<file path="config.mk">
export PLATFORM = sky130hd
export DESIGN_NAME = trap_commit_ctrl
export DESIGN_NICKNAME = d
export VERILOG_FILES = /design/src/rtl/trap_commit_ctrl_pkg.sv /design/src/rtl/trap_target_sel.sv /design/src/rtl/trap_commit_ctrl.sv
export SDC_FILE = /design/constraint.sdc
export NUM_CORES = 1
export LEC_CHECK = 0
export CORE_AREA = 2 2 285 287
export DETAILED_ROUTE_END_ITERATION = 10
export DIE_AREA = 0 0 287 289
export PLACE_DENSITY = 0.41
export SLEW_MARGIN = 15
export SYNTH_ARGS = -nofsm -noshare
export SYNTH_HDL_FRONTEND = slang
export SYNTH_SLANG_ARGS = --single-unit
</file>
<file path="constraint.sdc">
create_clock -name clk -period 3 [get_ports clk]
set_input_delay 0.3 -clock clk [delete_from_list [all_inputs] [get_ports clk]]
set_output_delay 0.3 -clock clk [all_outputs]
set_load 0.005 [all_outputs]
</file>
<file path="src/rtl/trap_commit_ctrl_pkg.sv">
// Shared types for the commit-stage trap sequencer: exception pack, FSM states,
// CSR addresses, mstatus bit positions and the status-update helpers.
package ExceptStruct;

    typedef struct packed {
        logic        except;
        logic [63:0] epc;
        logic [63:0] ecause;
        logic [63:0] etval;
    } ExceptPack;

    typedef enum logic [2:0] {
        IDLE      = 3'd0,
        WR_EPC    = 3'd1,
        WR_CAUSE  = 3'd2,
        WR_TVAL   = 3'd3,
        WR_STATUS = 3'd4,
        REDIRECT  = 3'd5
    } TrapState;

    localparam logic [11:0] CSR_MSTATUS = 12'h300;
    localparam logic [11:0] CSR_MEPC    = 12'h341;
    localparam logic [11:0] CSR_MCAUSE  = 12'h342;
    localparam logic [11:0] CSR_MTVAL   = 12'h343;
    localparam logic [11:0] CSR_SEPC    = 12'h141;
    localparam logic [11:0] CSR_SCAUSE  = 12'h142;
    localparam logic [11:0] CSR_STVAL   = 12'h143;

    localparam int MSTATUS_SIE    = 1;
    localparam int MSTATUS_MIE    = 3;
    localparam int MSTATUS_SPIE   = 5;
    localparam int MSTATUS_MPIE   = 7;
    localparam int MSTATUS_SPP    = 8;
    localparam int MSTATUS_MPP_LO = 11;
    localparam int MSTATUS_MPP_HI = 12;

    localparam logic [1:0] PRIV_S = 2'b01;
    localparam logic [1:0] PRIV_M = 2'b11;

    // Interrupt-enable stacking performed on trap entry.
    function automatic logic [63:0] trap_status(input logic [63:0] st,
                                                input logic [1:0]  old_priv,
                                                input logic        to_s);
        logic [63:0] r;
        r = st;
        if (to_s) begin
            r[MSTATUS_SPIE] = st[MSTATUS_SIE];
            r[MSTATUS_SIE]  = 1'b0;
            r[MSTATUS_SPP]  = old_priv[0];
        end else begin
            r[MSTATUS_MPIE] = st[MSTATUS_MIE];
            r[MSTATUS_MIE]  = 1'b0;
            r[MSTATUS_MPP_HI:MSTATUS_MPP_LO] = old_priv;
        end
        return r;
    endfunction

    function automatic logic [63:0] xret_status(input logic [63:0] st,
                                                input logic        is_mret);
        logic [63:0] r;
        r = st;
        if (is_mret) begin
            r[MSTATUS_MIE]  = st[MSTATUS_MPIE];
            r[MSTATUS_MPIE] = 1'b1;
            r[MSTATUS_MPP_HI:MSTATUS_MPP_LO] = 2'b00;
        end else begin
            r[MSTATUS_SIE]  = st[MSTATUS_SPIE];
            r[MSTATUS_SPIE] = 1'b1;
            r[MSTATUS_SPP]  = 1'b0;
        end
        return r;
    endfunction

endpackage

</file>
<file path="src/rtl/trap_target_sel.sv">
// Trap target selection: delegation decision, CSR address triple and
// direct-mode vector base for the latched target.
module trap_target_sel
    import ExceptStruct::*;
#(
    parameter int XLEN = 64
) (
    input  logic            i_smode_en,
    input  logic [1:0]      i_priv,
    input  logic [5:0]      i_cause_idx,
    input  logic [XLEN-1:0] i_medeleg,
    input  logic            i_to_s,
    input  logic [XLEN-1:0] i_mtvec,
    input  logic [XLEN-1:0] i_stvec,
    output logic            o_deleg,
    output logic [11:0]     o_addr_epc,
    output logic [11:0]     o_addr_cause,
    output logic [11:0]     o_addr_tval,
    output logic [XLEN-1:0] o_tvec_base
);
    localparam logic [XLEN-1:0] PC_MASK = {{(XLEN-2){1'b1}}, 2'b00};

    assign o_deleg      = i_smode_en && (i_priv != PRIV_M) && i_medeleg[i_cause_idx];
    assign o_addr_epc   = i_to_s ? CSR_SEPC   : CSR_MEPC;
    assign o_addr_cause = i_to_s ? CSR_SCAUSE : CSR_MCAUSE;
    assign o_addr_tval  = i_to_s ? CSR_STVAL  : CSR_MTVAL;
    // Vectored mode is not supported; the low mode bits are simply dropped.
    assign o_tvec_base  = (i_to_s ? i_stvec : i_mtvec) & PC_MASK;

endmodule

</file>
<file path="src/rtl/trap_commit_ctrl.sv">
// Commit-stage trap/xRET sequencer driving the CSR write port, flush and fetch redirect.
// Optional S-mode delegation and sret support: define TRAP_SMODE_DELEG_EN.
module trap_commit_ctrl
    import ExceptStruct::*;
#(
    parameter int         XLEN       = 64,
    parameter logic [1:0] RESET_PRIV = 2'b11
) (
    input  logic            clk,
    input  logic            rstn,
    input  ExceptPack       except_commit,
    input  logic            mret_commit,
    input  logic            sret_commit,
    input  logic [XLEN-1:0] mstatus_i,
    input  logic [XLEN-1:0] mepc_i,
    input  logic [XLEN-1:0] sepc_i,
    input  logic [XLEN-1:0] mtvec_i,
    input  logic [XLEN-1:0] stvec_i,
    input  logic [XLEN-1:0] medeleg_i,
    output logic            csr_we_o,
    output logic [11:0]     csr_addr_o,
    output logic [XLEN-1:0] csr_wdata_o,
    output logic            flush_o,
    output logic            busy_o,
    output logic            redirect_valid_o,
    output logic [XLEN-1:0] redirect_pc_o,
    input  logic            redirect_ready_i,
    output logic [1:0]      priv_o
);
`ifdef TRAP_SMODE_DELEG_EN
    localparam logic SMODE_EN = 1'b1;
    logic w_sret;
    assign w_sret = sret_commit;
`else
    localparam logic SMODE_EN = 1'b0;
    logic w_sret;
    logic w_unused_sret;
    assign w_sret        = 1'b0;
    assign w_unused_sret = sret_commit;
`endif

    TrapState        r_state, w_state_next;
    logic [1:0]      r_priv;
    logic            r_to_s, r_is_trap, r_is_mret;
    logic [XLEN-1:0] r_epc, r_cause, r_tval, r_redirect_pc;

    logic            w_deleg;
    logic [11:0]     w_addr_epc, w_addr_cause, w_addr_tval;
    logic [XLEN-1:0] w_tvec_base, w_status;
    logic [1:0]      w_new_priv;

    trap_target_sel #(.XLEN(XLEN)) u_sel (
        .i_smode_en  (SMODE_EN),
        .i_priv      (r_priv),
        .i_cause_idx (except_commit.ecause[5:0]),
        .i_medeleg   (medeleg_i),
        .i_to_s      (r_to_s),
        .i_mtvec     (mtvec_i),
        .i_stvec     (stvec_i),
        .o_deleg     (w_deleg),
        .o_addr_epc  (w_addr_epc),
        .o_addr_cause(w_addr_cause),
        .o_addr_tval (w_addr_tval),
        .o_tvec_base (w_tvec_base)
    );

    assign w_status = r_is_trap ? trap_status(mstatus_i, r_priv, r_to_s)
                                : xret_status(mstatus_i, r_is_mret);

    always_comb begin
        w_new_priv = r_to_s ? PRIV_S : PRIV_M;
        if (!r_is_trap)
            w_new_priv = r_is_mret ? mstatus_i[MSTATUS_MPP_HI:MSTATUS_MPP_LO]
                                   : {1'b0, mstatus_i[MSTATUS_SPP]};
    end

    // Priority in IDLE: exception, then mret, then sret.
    always_comb begin
        w_state_next = r_state;
        case (r_state)
            IDLE: begin
                if (except_commit.except)       w_state_next = WR_EPC;
                else if (mret_commit || w_sret) w_state_next = WR_STATUS;
            end
            WR_EPC:    w_state_next = WR_CAUSE;
            WR_CAUSE:  w_state_next = WR_TVAL;
            WR_TVAL:   w_state_next = WR_STATUS;
            WR_STATUS: w_state_next = REDIRECT;
            REDIRECT:  if (redirect_ready_i) w_state_next = IDLE;
            default:   w_state_next = IDLE;
        endcase
    end

    always_ff @(posedge clk or negedge rstn) begin
        if (!rstn) begin
            r_state       <= IDLE;
            r_priv        <= RESET_PRIV;
            r_to_s        <= 1'b0;
            r_is_trap     <= 1'b0;
            r_is_mret     <= 1'b0;
            r_epc         <= '0;
            r_cause       <= '0;
            r_tval        <= '0;
            r_redirect_pc <= '0;
        end else begin
            r_state <= w_state_next;
            if (r_state == IDLE) begin
                if (except_commit.except) begin
                    r_is_trap <= 1'b1;
                    r_is_mret <= 1'b0;
                    r_to_s    <= w_deleg;
                    r_epc     <= except_commit.epc;
                    r_cause   <= except_commit.ecause;
                    r_tval    <= except_commit.etval;
                end else if (mret_commit) begin
                    r_is_trap     <= 1'b0;
                    r_is_mret     <= 1'b1;
                    r_to_s        <= 1'b0;
                    r_redirect_pc <= mepc_i;
                end else if (w_sret) begin
                    r_is_trap     <= 1'b0;
                    r_is_mret     <= 1'b0;
                    r_to_s        <= 1'b0;
                    r_redirect_pc <= sepc_i;
                end
            end
            if (r_state == WR_TVAL)
                r_redirect_pc <= w_tvec_base;
            if (r_state == WR_STATUS)
                r_priv <= w_new_priv;
        end
    end

    always_comb begin
        csr_we_o    = 1'b0;
        csr_addr_o  = 12'h000;
        csr_wdata_o = '0;
        case (r_state)
            WR_EPC:    begin csr_we_o = 1'b1; csr_addr_o = w_addr_epc;   csr_wdata_o = r_epc;   end
            WR_CAUSE:  begin csr_we_o = 1'b1; csr_addr_o = w_addr_cause; csr_wdata_o = r_cause; end
            WR_TVAL:   begin csr_we_o = 1'b1; csr_addr_o = w_addr_tval;  csr_wdata_o = r_tval;  end
            WR_STATUS: begin csr_we_o = 1'b1; csr_addr_o = CSR_MSTATUS;  csr_wdata_o = w_status; end
            default:   ;
        endcase
    end

    assign busy_o           = (r_state != IDLE);
    assign flush_o          = (r_state != IDLE);
    assign redirect_valid_o = (r_state == REDIRECT);
    assign redirect_pc_o    = r_redirect_pc;
    assign priv_o           = r_priv;

endmodule

</file>
* Word level (Yosys, flattened, before mapping)
Index checks and enable logic that the tools add are counted.
** Word-level totals
- Bits in registers :: 264
- Output and inout port bits :: 146
- Input port bits :: 582
- Logic and storage cells :: 63
** Operators by class
- Reduce and logical (&&, ||, !) cells :: 10
- Muxes and demuxes :: 36
- Equal/unequal tests :: 8
** Operators by type and width (count)
- two-way mux 64 bit :: 5
- one-hot mux 64 bit (4 select lines) :: 1
- one-hot mux 12 bit (4 select lines) :: 1
- two-way mux 10 bit :: 3
- one-hot mux 3 bit (6 select lines) :: 1
- two-way mux 1 bit :: 16
- two-way mux 13 bit :: 1
- two-way mux 2 bit :: 5
- two-way mux 3 bit :: 3
- equality test 3 x 2 -> 1 bit (second input constant) :: 2
- equality test 3 bit (second input constant) :: 2
- AND reduction 2 bit :: 3
- nonzero test 2 bit :: 3
- != test 2 x 1 -> 1 bit (second input constant) :: 2
- OR reduction 4 bit :: 1
- equality test 3 x 1 -> 1 bit (second input constant) :: 1
- zero test 3 bit :: 1
- != test 3 bit (second input constant) :: 1
- AND reduction 3 bit :: 1
- nonzero test 3 bit :: 1

* Depth between registers and ports, before layout
- Word-level depth :: 4
- Mapped depth :: 8
- Depth with buffers taken out :: 4

* Cells and area by module
Synthesis repeated with hierarchy kept, for this count alone.
** Second synthesis, totals
- Cells, all modules :: 1182
- Area total of the unflattened synthesis :: 14211.1 sq um
** Modules (own cells, without submodules)
- trap_commit_ctrl :: sequential area each 6608.8 sq um, cells each 1027, area an instance 12618.4 sq um, instances 1
- trap_target_sel :: sequential area each 0.0 sq um, cells each 155, area an instance 1592.8 sq um, instances 1

* Worst setup path after synthesis
OpenSTA, ideal clock, no wires.
- Path kind :: flip-flop to output port
- From :: register r_state[2]
- To :: output port csr_wdata_o[13]
- Data arrival time :: 1.518 ns
- Path slack :: 1.182 ns
- Data required time :: 2.700 ns
- Cell stages (with the launch flop) :: 8
- Path buffers :: 4
- Path through :: dfrtp_1 -> buf_4 -> nor2b_1 -> clkbuf_1 -> clkbuf_1 -> buf_2 -> a22oi_1 -> o22ai_1
** On the way
- Cells in the longest elaborated chain, start to end :: 2
- Elaborated cells between the ends (all ways) :: 5
- Classes of those cells :: eq/ne: 4; mux: 1
** RTL lines
- start: declaration :: RTL line trap_commit_ctrl.sv:42 : TrapState r_state, w_state_next;
- start signal: assignment :: RTL line trap_commit_ctrl.sv:106 : r_state <= w_state_next;
- equality test 3 bit, or another cell as far along :: RTL line trap_commit_ctrl.sv:138 : case (r_state)
- one-hot mux 64 bit (4 select lines) (*) :: RTL line trap_commit_ctrl.sv:138
- end: declaration :: RTL line trap_commit_ctrl.sv:22 : output logic [XLEN-1:0] csr_wdata_o,
Every way passes the cells marked *; elsewhere a longest branch is shown, timed or not.

* Worst setup path after layout
- From :: register r_state[1]
- To :: output port csr_wdata_o[23]
Same word-level chain as after synthesis.

==> impl_metrics.toml <==
[run_status]
status = "finished, final reports clean"

[setup_path]
worstPathArrival_ns = 2.57
cp-end-kind = "primary output"
r2r_slack_ns = 0.62
critPathMaxFanout = 17
critPathMaxStageDelay_ns = 0.56
critPathLaunchType = "register"
path_class = "register to primary output"
r2r_cells = 7
cp.required_ns = 2.70
crit_buf_inv = 2
critPathTopFamily = "buffers and inverters"
r2r-end = "redirect_pc_o[36]$_DFFE_PN0P_"
crit_slowest_cell = "dfrtp_4"
r2r-start = "r_state[1]$_DFFE_PN0P_"
path_cells = "nor2b_4 > buf_4 > a22oi_1 > o22ai_1 > clkdlybuf4s50_1"

[grt]
grt_pass1_wl_um = 71400
grt_pass1_vias = 10800
grt_max_degree = 71
overflow = 0
antenna_found_initial = 9
gr-usage-all-layers_pct = 11.6

[synthesis]
synthCells = 981
syn_area_mm2 = 0.0123
post-synth-top-area-cell = "dfrtp_1"
synth_ff_type = "dfrtp_1"
synthTopCellsByArea = "dfrtp_1 (53%), mux2_2 (17%), mux2i_1 (9.8%)"
ys_seq_area_share_pct = 53.5
synthTopCellsByCount = "dfrtp_1 (261), mux2_2 (190), mux2i_1 (121)"
synth_async_sr_flop_share_pct = 100
synth_edf_count = 0
yosys.cell_types.count = 36
synth_top_cell_area_share_pct = 53.1
synth.most_common_cell = "dfrtp_1"
syn_avg_cell_area_um2 = 12.5
ys_ff_latch = 263
ys_warn_count = 0

[detailed_routing]
num_vias = 10000
via_per_inst = 3.84
drc = 0
drtAntennaViolNets = 0
drt_iter0_drc = 353
totalWireLength_um = 49900
first_pass_iters = 4
wl_per_cell_um = 19.1

[timing]
worst_pin_slew_ns = 0.641
final_max_slew_viol_count = 0
min_period_ns = 2.87
maxSlewHeadroom_pct = 57.3
fin_skew_ns = 0.0251
finalSetupViolations = 0
hold_ws_ns = 0.331
finalHoldViolCount = 0
rsz0062_at_grt = "yes"
fmax_ghz = 0.348
fin_crit_sh_pct = 95.8
timing.final.ws_setup_ns = 0.126

[layout]
fillers = 8407
fin_nets = 2093
layout-drive-gt1-share_pct = 20.5
syn2layout_area_growth_pct = 65.3

[cts]
clkTransAtPathRegs_ns = 0.06
cts_buffer_depth = 3
clock_sinks = 263
htreeDepth = 2
cts_tree = "done"
cts_root_buf = "clkbuf_16"
insertion_delay_ns = 0.55
cts_buffers = 36

[worst_hold_path]
whs_endpoint = "redirect_pc_o[0]$_DFFE_PN0P_"
hold-path-cell-count = 3
min_from = "mepc_i[0]"
worst_hold_path_type = "primary input to register"

[die]
die_h_um = 289
start_util_pct = 15.4
die_area_mm2 = 0.0829
ioPinCount = 728
die_w_um = 287
coreArea_mm2 = 0.0799
rows = 104

[power]
peakVddDrop_uv = 440
p_leak_nw = 8.21
power_density_mw_per_mm2 = 1010

[place]
io_buffers = 525
dpl.hpwl_um = 36600
pre_cts_ws_ns = 0.305
gp_congestion = 0.751

[run]
cap_violations = 0
-- registers in the layout (all words and copies together) (netlist names) --
register / cells
r_is_mret: 1
redirect_pc_o: 64
r_cause: 64
r_epc: 64
priv_o: 2
r_tval: 64
r_state: 3
r_is_trap: 1
-- where the power goes --
group	leakage, nW	switching, mW	internal [mW]
Combinational	4.58	4.26	5.63
Sequential	3.06	1.03	5.40
Clock	0.574	1.68	2.62
Total	8.21	6.97	13.7
-- kinds of logic (layout without fill, tap and decap cells) --
| logic type | after synthesis | in the layout | share of synthesized area [%] |
|---|---|---|---|
| buffers and inverters | 95 | 647 | 4.43 |
| xor gates and xnor gates | 2 | 2 | 0.142 |
| other | 1 | 15 | 0.0305 |
| and+or+nand+nor | 93 | 93 | 3.28 |
| DFF | 263 | 263 | 53.5 |
| muxes | 320 | 320 | 28.1 |
| AOI/OAI and AO/OA | 207 | 207 | 10.5 |
-- stage by stage --
step / utilization, % / TNS (ns) / std cells / power, mW / instance area (um2)
detailed placement: 23.7 / 0 / 2524 / 16.3 / 18900
global route: 25.4 / -0.236 / 2603 / 22.1 / 20300
finish: 25.4 / 0 / 2607 / 20.6 / 20300
floorplan: - / 0 / 987 / 11.3 / 12300
CTS: 25.4 / 0 / 2597 / 21.2 / 20300
global placement: 23.7 / 0 / 2524 / 16.2 / 18900
-- what timing repair did --
| item | 4_1_cts | 5_1_grt |
|---|---|---|
| gates resized for setup | 6 | 4 |
| hold buffers | 1 | 0 |
| setup endpoints to repair | 41 | 16 |
| setup buffers | 4 | 2 |
| pin swaps | 0 | 1 |
| endpoints found under the hold margin | 63 | 0 |
| gates cloned | 2 | 0 |
-- layout by cell type (no fill, tap or decap), types with 3 or more instances in the layout --
cell type	netlist	routed
buf_12	0	18
conb_1	1	7
dfrtp_1	261	258
mux2i_1	121	121
a21oi_1	67	67
clkdlybuf4s50_1	0	521
mux2_1	9	9
clkinv_2	0	4
clkbuf_1	25	12
clkbuf_8	0	7
dlymetal6s2s_1	0	3
clkbuf_16	0	37
nor2_1	69	69
mux2_2	190	190
nand2_1	10	8
diode_2	0	8
buf_4	29	31
a22oi_2	0	3
o21ai_0	6	6
a22oi_1	65	62
o22ai_1	63	62
-- layout make-up --
cell class                      instances  area [um2]  area share, %
Antenna cell                            8        20.0         0.0985
Clock buffer                           56        1070           5.25
Clock inverter                         10         113          0.554
Inverter                                3        11.3         0.0554
Multi-Input combinational cell        629        5260           25.9
Sequential cell                       263        6590           32.4
Tap cell                             1060        1330           6.52
Timing Repair Buffer                  578        5950           29.2
-- tightest hold or removal path: cells and delay by family --
| kind | cells | cell delay, ns |
|---|---|---|
| AO/OA/AOI/OAI | 1 | 0.06 |
| AND/OR/NAND/NOR | 1 | 0.05 |
| buffers and inverters | 1 | 0.40 |
-- worst max path at each step --
stage	start	to	cells past startpoint
global placement	r_state[1]$_DFFE_PN0P_	csr_wdata_o[1]	5
detailed placement	r_state[1]$_DFFE_PN0P_	csr_wdata_o[1]	5
global route	r_state[1]$_DFFE_PN0P_	csr_wdata_o[4]	5
finish	r_state[1]$_DFFE_PN0P_	csr_wdata_o[23]	5
CTS	r_state[1]$_DFFE_PN0P_	csr_wdata_o[0]	5
floorplan	r_state[2]$_DFFE_PN0P_	csr_wdata_o[13]	7
-- per-layer routing --
| metal | part of all wire, % | GRT usage, % | vias to the layer above |
|---|---|---|---|
| met5 | 0.10 | 0 | - |
| met4 | 2.3 | 3.35 | 8 |
| met1 | 40 | 13.5 | 4894 |
| met3 | 9.7 | 4.60 | 68 |
| li1 | - | - | 4647 |
| met2 | 47 | 19.5 | 394 |
No activity file was read; power rests on OpenSTA's default activity.
